===== src/rtl/of_writeback_if.sv =====
// ============================================================================
// Module      : of_writeback_if
// Description : Result-row stream and memory write port of the OF writeback.
// Revision    : 1.0 - initial release
// ============================================================================
`default_nettype none

interface of_writeback_if #(
    parameter int SYS_COLS   = 8,
    parameter int P_BITWIDTH = 32,
    parameter int ADDR_W     = 16
);
    logic                           in_valid;
    logic [SYS_COLS*P_BITWIDTH-1:0] in_row;
    logic                           in_ready;
    logic                           mem_we;
    logic [ADDR_W-1:0]              mem_addr;
    logic [P_BITWIDTH-1:0]          mem_wdata;
    logic                           mem_gnt;

    // master: the writeback block; slave: the array and memory around it
    modport master (
        input  in_valid, in_row, mem_gnt,
        output in_ready, mem_we, mem_addr, mem_wdata
    );

    modport slave (
        output in_valid, in_row, mem_gnt,
        input  in_ready, mem_we, mem_addr, mem_wdata
    );
endinterface

`default_nettype wire


===== src/rtl/of_writeback.sv =====
// ============================================================================
// Module      : of_writeback
// Description : Captures result rows into a FIFO and serialises them, one
//               column per write, into the OF memory. Optional macro
//               OF_WRITEBACK_RELU_EN clamps negative words to zero on output.
// Revision    : 1.0 - initial release
// ============================================================================
`default_nettype none

module of_writeback #(
    parameter int SYS_COLS   = 8,
    parameter int P_BITWIDTH = 32,
    parameter int DEPTH      = 4,
    parameter int ADDR_W     = 16
) (
    input  wire logic              clk,
    input  wire logic              rst,
    input  wire logic              cfg_start,
    input  wire logic [ADDR_W-1:0] cfg_base,
    input  wire logic [ADDR_W-1:0] cfg_rows,
    of_writeback_if.master         bus,
    output logic                   busy,
    output logic                   done,
    output logic                   overflow
);

    localparam int COL_W = (SYS_COLS > 1) ? $clog2(SYS_COLS) : 1;
    localparam int PTR_W = $clog2(DEPTH);
    localparam logic [COL_W-1:0] C_LAST_COL = COL_W'(SYS_COLS - 1);

    typedef enum logic [1:0] {
        S_IDLE  = 2'd0,
        S_LOAD  = 2'd1,
        S_WRITE = 2'd2,
        S_DONE  = 2'd3
    } state_t;

    state_t                                r_state;
    logic [SYS_COLS*P_BITWIDTH-1:0]        r_fifo [DEPTH];
    logic [PTR_W:0]                        r_wptr;
    logic [PTR_W:0]                        r_rptr;
    logic [SYS_COLS-1:0][P_BITWIDTH-1:0]   r_shadow;
    logic [COL_W-1:0]                      r_col;
    logic [ADDR_W-1:0]                     r_row_cnt;
    logic [ADDR_W-1:0]                     r_rows;
    logic [ADDR_W-1:0]                     r_addr;
    logic                                  r_busy;
    logic                                  r_done;
    logic                                  r_overflow;

    logic                                  w_full;
    logic                                  w_empty;
    logic                                  w_push;
    logic                                  w_pop;
    logic [ADDR_W-1:0]                     w_row_next;
    logic [P_BITWIDTH-1:0]                 w_word;

    // Extra pointer bit distinguishes full from empty
    assign w_empty    = (r_wptr == r_rptr);
    assign w_full     = (r_wptr[PTR_W] != r_rptr[PTR_W]) &&
                        (r_wptr[PTR_W-1:0] == r_rptr[PTR_W-1:0]);
    assign w_push     = bus.in_valid && !w_full;
    assign w_pop      = (r_state == S_LOAD) && !w_empty;
    assign w_row_next = r_row_cnt + 1'b1;

    always_ff @(posedge clk) begin
        if (w_push) begin
            r_fifo[r_wptr[PTR_W-1:0]] <= bus.in_row;
        end
    end

    always_ff @(posedge clk) begin
        if (!rst) begin
            r_wptr     <= '0;
            r_rptr     <= '0;
            r_overflow <= 1'b0;
        end else begin
            if (w_push) begin
                r_wptr <= r_wptr + 1'b1;
            end
            if (w_pop) begin
                r_rptr <= r_rptr + 1'b1;
            end
            if (bus.in_valid && w_full) begin
                r_overflow <= 1'b1;
            end
        end
    end

    // Rows of a job are contiguous, so the address simply advances per grant
    always_ff @(posedge clk) begin
        if (!rst) begin
            r_state   <= S_IDLE;
            r_shadow  <= '0;
            r_col     <= '0;
            r_row_cnt <= '0;
            r_rows    <= '0;
            r_addr    <= '0;
            r_busy    <= 1'b0;
            r_done    <= 1'b0;
        end else begin
            r_done <= 1'b0;
            case (r_state)
                S_IDLE: begin
                    if (cfg_start) begin
                        r_rows    <= cfg_rows;
                        r_addr    <= cfg_base;
                        r_row_cnt <= '0;
                        r_col     <= '0;
                        r_busy    <= 1'b1;
                        r_state   <= (cfg_rows == '0) ? S_DONE : S_LOAD;
                    end
                end
                S_LOAD: begin
                    if (!w_empty) begin
                        r_shadow <= r_fifo[r_rptr[PTR_W-1:0]];
                        r_col    <= '0;
                        r_state  <= S_WRITE;
                    end
                end
                S_WRITE: begin
                    if (bus.mem_gnt) begin
                        r_addr <= r_addr + 1'b1;
                        if (r_col == C_LAST_COL) begin
                            r_col     <= '0;
                            r_row_cnt <= w_row_next;
                            r_state   <= (w_row_next == r_rows) ? S_DONE : S_LOAD;
                        end else begin
                            r_col <= r_col + 1'b1;
                        end
                    end
                end
                S_DONE: begin
                    r_done  <= 1'b1;
                    r_busy  <= 1'b0;
                    r_state <= S_IDLE;
                end
                default: r_state <= S_IDLE;
            endcase
        end
    end

    assign w_word = r_shadow[r_col];

`ifdef OF_WRITEBACK_RELU_EN
    assign bus.mem_wdata = w_word[P_BITWIDTH-1] ? '0 : w_word;
`else
    assign bus.mem_wdata = w_word;
`endif

    assign bus.in_ready = !w_full;
    assign bus.mem_we   = (r_state == S_WRITE);
    assign bus.mem_addr = r_addr;
    assign busy         = r_busy;
    assign done         = r_done;
    assign overflow     = r_overflow;

endmodule

`default_nettype wire

===== src/flat_wrapper.sv =====
// flat-port wrapper written by rule: the top's interface ports become plain ports
module of_writeback_flat 
#(
    parameter int SYS_COLS   = 8,
    parameter int P_BITWIDTH = 32,
    parameter int DEPTH      = 4,
    parameter int ADDR_W     = 16
)
  (clk, rst, cfg_start, cfg_base, cfg_rows, busy, done, overflow, bus_in_valid, bus_in_row, bus_mem_gnt, bus_in_ready, bus_mem_we, bus_mem_addr, bus_mem_wdata);
  of_writeback_if #(.SYS_COLS(SYS_COLS), .P_BITWIDTH(P_BITWIDTH), .ADDR_W(ADDR_W)) bus_i ();
  input  wire logic clk;
  input  wire logic rst;
  input  wire logic cfg_start;
  input  wire logic [ADDR_W-1:0] cfg_base;
  input  wire logic [ADDR_W-1:0] cfg_rows;
  output logic busy;
  output logic done;
  output logic overflow;
  input wire logic [$bits(bus_i.in_valid)-1:0] bus_in_valid;
  input wire logic [$bits(bus_i.in_row)-1:0] bus_in_row;
  input wire logic [$bits(bus_i.mem_gnt)-1:0] bus_mem_gnt;
  output wire logic [$bits(bus_i.in_ready)-1:0] bus_in_ready;
  output wire logic [$bits(bus_i.mem_we)-1:0] bus_mem_we;
  output wire logic [$bits(bus_i.mem_addr)-1:0] bus_mem_addr;
  output wire logic [$bits(bus_i.mem_wdata)-1:0] bus_mem_wdata;
  assign bus_i.in_valid = bus_in_valid;
  assign bus_i.in_row = bus_in_row;
  assign bus_i.mem_gnt = bus_mem_gnt;
  assign bus_in_ready = bus_i.in_ready;
  assign bus_mem_we = bus_i.mem_we;
  assign bus_mem_addr = bus_i.mem_addr;
  assign bus_mem_wdata = bus_i.mem_wdata;
  of_writeback #(.SYS_COLS(SYS_COLS), .P_BITWIDTH(P_BITWIDTH), .DEPTH(DEPTH), .ADDR_W(ADDR_W)) u_core (.clk(clk), .rst(rst), .cfg_start(cfg_start), .cfg_base(cfg_base), .cfg_rows(cfg_rows), .bus(bus_i), .busy(busy), .done(done), .overflow(overflow));
endmodule

===== config.mk =====
export PLATFORM = sky130hd
export DESIGN_NAME = of_writeback_flat
export DESIGN_NICKNAME = d
export VERILOG_FILES = /design/src/rtl/of_writeback_if.sv /design/src/rtl/of_writeback.sv /design/src/flat_wrapper.sv
export SDC_FILE = /design/constraint.sdc
export NUM_CORES = 2
export LEC_CHECK = 0
export ABC_AREA = 0
export CAP_MARGIN = 30
export CORE_MARGIN = 2
export CORE_UTILIZATION = 55
export CTS_CLUSTER_SIZE = 24
export DETAILED_ROUTE_END_ITERATION = 16
export PLACE_DENSITY = 0.75
export SKIP_LAST_GASP = 1
export SLEW_MARGIN = 20
export SYNTH_ARGS = -nofsm -noshare
export SYNTH_HDL_FRONTEND = slang
export SYNTH_SLANG_ARGS = --single-unit

===== constraint.sdc =====
create_clock -name clk -period 11.4 [get_ports clk]
set_input_delay 2.28 -clock clk [delete_from_list [all_inputs] [get_ports clk]]
set_output_delay 2.28 -clock clk [all_outputs]
set_load 0.005 [all_outputs]

==> results_dict.tcl <==
set metrics [dict create \
    synth.top_cell.area_share_pct 60.46 \
    post_cts_buffers 0 \
    ys.warnings.count 0 \
    setup_tns_ns 0 \
    fin_ws_ns 5.460 \
    max_freq_mhz 168.4 \
    routed_wl_um 123600 \
    finalCritPeriodShare_pct 52.10 \
    cts_sinks 1342 \
    worstPathRequired_ns 9.12 \
    final_cell_area_mm2 0.06024 \
    synth_area_leaders "edfxtp_1 (60%), mux4_2 (14%), dfxtp_1 (13%)" \
    tightest_slew_ns 1.187 \
    syn2layout_area_growth_pct 18.45 \
    initial_utilization_pct 55.49 \
    crit_path_start "u_core.r_col[0]" \
    hold_path.class "flip-flop to flip-flop" \
    cellLeakagePower_nw 19.12 \
    synthCells 3033 \
    worst-path-max-fanout 31 \
    clock_latency_ns 0.74 \
    cp_cell_sequence "buf_4 -> buf_16 -> mux4_2 -> mux2_2 -> clkdlybuf4s50_1" \
    io_buffers 345 \
    grt_overflow 0 \
    cts-resized-gates 0 \
    syn_area_per_cell_um2 16.77 \
    synth_commonest_cells "edfxtp_1 (1024), nand2_1 (588), mux4_2 (320)" \
    clock_skew_ns 0.02728 \
    critPathKind "flip-flop to primary output" \
    fin_util_pct 65.72 \
    seq_area_frac_synth_pct 72.98 \
    r2r_start "u_core.r_rptr[1]" \
    yosys.area.top_type "edfxtp_1" \
    grt_pass1_wl_um 184500 \
    setup-violations-final 0 \
    clk_path_buf_depth 3 \
    globalplace.congestion 0.8665 \
    pre_cts_slack_ns 5.556 \
    placed_area_mm2 0.05550 \
    worst_setup_path_start_kind "flip-flop" \
    synth_edf_count 1024 \
    drv_slew 0 \
    clk_root_buffer_cell "clkbuf_16" \
    hold_viol_final 0 \
    ios 346 \
    grtUsageTotal_pct 26.28 \
    layout_min_cycle_time_ns 5.940 \
    core_area_mm2 0.09166 \
    cp.arrival_ns 3.66 \
    wl_per_cell_um 26.39 \
    syn-num-nets 3335 \
    slowest_delay_ns 0.69 \
    grt_pass1_vias 29191 \
    synth_area_mm2 0.05086 \
    synth_cell_type_count 53 \
    antenna_left 0 \
    dpl.hpwl_um 77450 \
    synth_most_common_cell "edfxtp_1" \
    cts_buffers 135 \
    peakVddDrop_v 0.0001637 \
    dieArea_mm2 0.09492 \
    drtIter0Drc 2854 \
    endpoint_kind "primary output" \
    powerDensity_mw_per_mm2 185.0 \
    layout.nets 3675 \
    async_flop_share_pct 0 \
    die_h_um 308.1 \
    row_count 111 \
    rsz0062_at_grt "false" \
    drive_gt1_share_pct 18.12 \
    cts_tree "done" \
    path_clk_slew_ns 0.06 \
    layout.cells.non_filler 4682 \
    drc 0 \
    post_drt_via_cell_ratio 6.086 \
    drv_cap 0 \
    chipWidth_um 308.1 \
    cts-hold-fix-buffers 0 \
    antenna_found_initial 23 \
    hp-start "u_core.r_shadow[101]" \
    crit_path_top_delay_cell "dfxtp_4" \
    placed_cells 4414 \
    synth-main-ff-cell "edfxtp_1" \
    ys_ff_latch 1342 \
    htree_levels 4 \
    dr.pass1.iters 6 \
    grt_max_degree 206 \
    vias 28496 \
    status "complete, no violations" \
    max_slew_margin_pct 20.85 \
]
-- cells by family after synthesis --
group | count (synthesis) | synth area share, %
mux | 355 | 14.94
simple gates | 725 | 5.752
fa+ha+maj | 9 | 0.2214
buf+inv | 199 | 1.663
compound gates | 377 | 4.000
xor+xnor | 26 | 0.4477
flops | 1342 | 72.98
-- registers in the layout, indices dropped and copies added (netlist names) --
| register | cells |
|---|---|
| u_core.bus.mem_addr | 16 |
| u_core.busy | 1 |
| u_core.done | 1 |
| u_core.overflow | 1 |
| u_core.r_col | 3 |
| u_core.r_fifo | 1024 |
| u_core.r_row_cnt | 16 |
| u_core.r_rows | 16 |
| u_core.r_rptr | 3 |
| u_core.r_shadow | 256 |
| u_core.r_state | 2 |
| u_core.r_wptr | 3 |
-- worst max-delay path, delay by kind of cell, from the launching register on --
| family | cells | cell delay (ns) |
|---|---|---|
| DFF | 1 | 0.69 |
| buffers and inverters | 3 | 1.24 |
| muxes | 2 | 0.94 |
-- metrics by stage --
| stage | total power (W) | hold slack (ns) |
|---|---|---|
| 6_report | 0.01115 | 0.4502 |
| 5_1_grt | 0.01150 | 0.4684 |
| 4_1_cts | 0.01121 | 0.4513 |
| 3_5_place_dp | 0.006779 | 0.4431 |
| 3_3_place_gp | 0.006733 | 0.4387 |
| 2_1_floorplan | 0.006389 | 0.4331 |
-- cell usage in the layout, fill, tap and decap left out, types with 12 or more instances in the layout --
cell type        instances
edfxtp_1              1024
nand2_1                588
nor3_1                  12
dfxtp_1                313
clkdlybuf4s50_1        345
mux4_2                 320
clkbuf_8                16
a21oi_1                303
xor2_1                  12
buf_4                   29
clkbuf_1                32
nand3_1                 17
clkbuf_16              144
mux2_2                  33
clkinv_2                24
xnor2_1                 14
o21ai_0                 26
nor2_1                  51
-- final timing paths --
path	endpoint	slack, ns	depth (start not counted)
max	bus_mem_wdata[14]	5.46	5
min	u_core.r_shadow[101]	0.45	2
max reg2reg	u_core.r_fifo[1][174]	7.17	5
min reg2reg	u_core.r_shadow[101]	0.45	2
-- report_power, final --
group | switching, W | internal (W) | total (W)
Combinational | 0.000549 | 0.000463 | 0.00101
Clock | 0.00184 | 0.00263 | 0.00447
Sequential | 0.000119 | 0.00555 | 0.00567
-- layout make-up --
| class | count | area [µm²] |
|---|---|---|
| Sequential cell | 1342 | 37130 |
| Fill cell | 6019 | 31420 |
| Multi-Input combinational cell | 1492 | 12920 |
| Timing Repair Buffer | 392 | 4094 |
| Clock buffer | 192 | 3944 |
| Tap cell | 1186 | 1484 |
| Clock inverter | 59 | 596.8 |
| Inverter | 10 | 45.04 |
| Antenna cell | 9 | 22.52 |
-- per-layer routing --
layer / GRT usage, % / wire length (µm) / vias up
met3: 6.129 / 9195 / 207
met5: 0 / 195 / -
li1: - / - / 12369
met2: 44.65 / 63370 / 1046
met4: 8.123 / 3141 / 30
met1: 33.81 / 47650 / 14844
No activity file was read; power rests on OpenSTA's default activity.
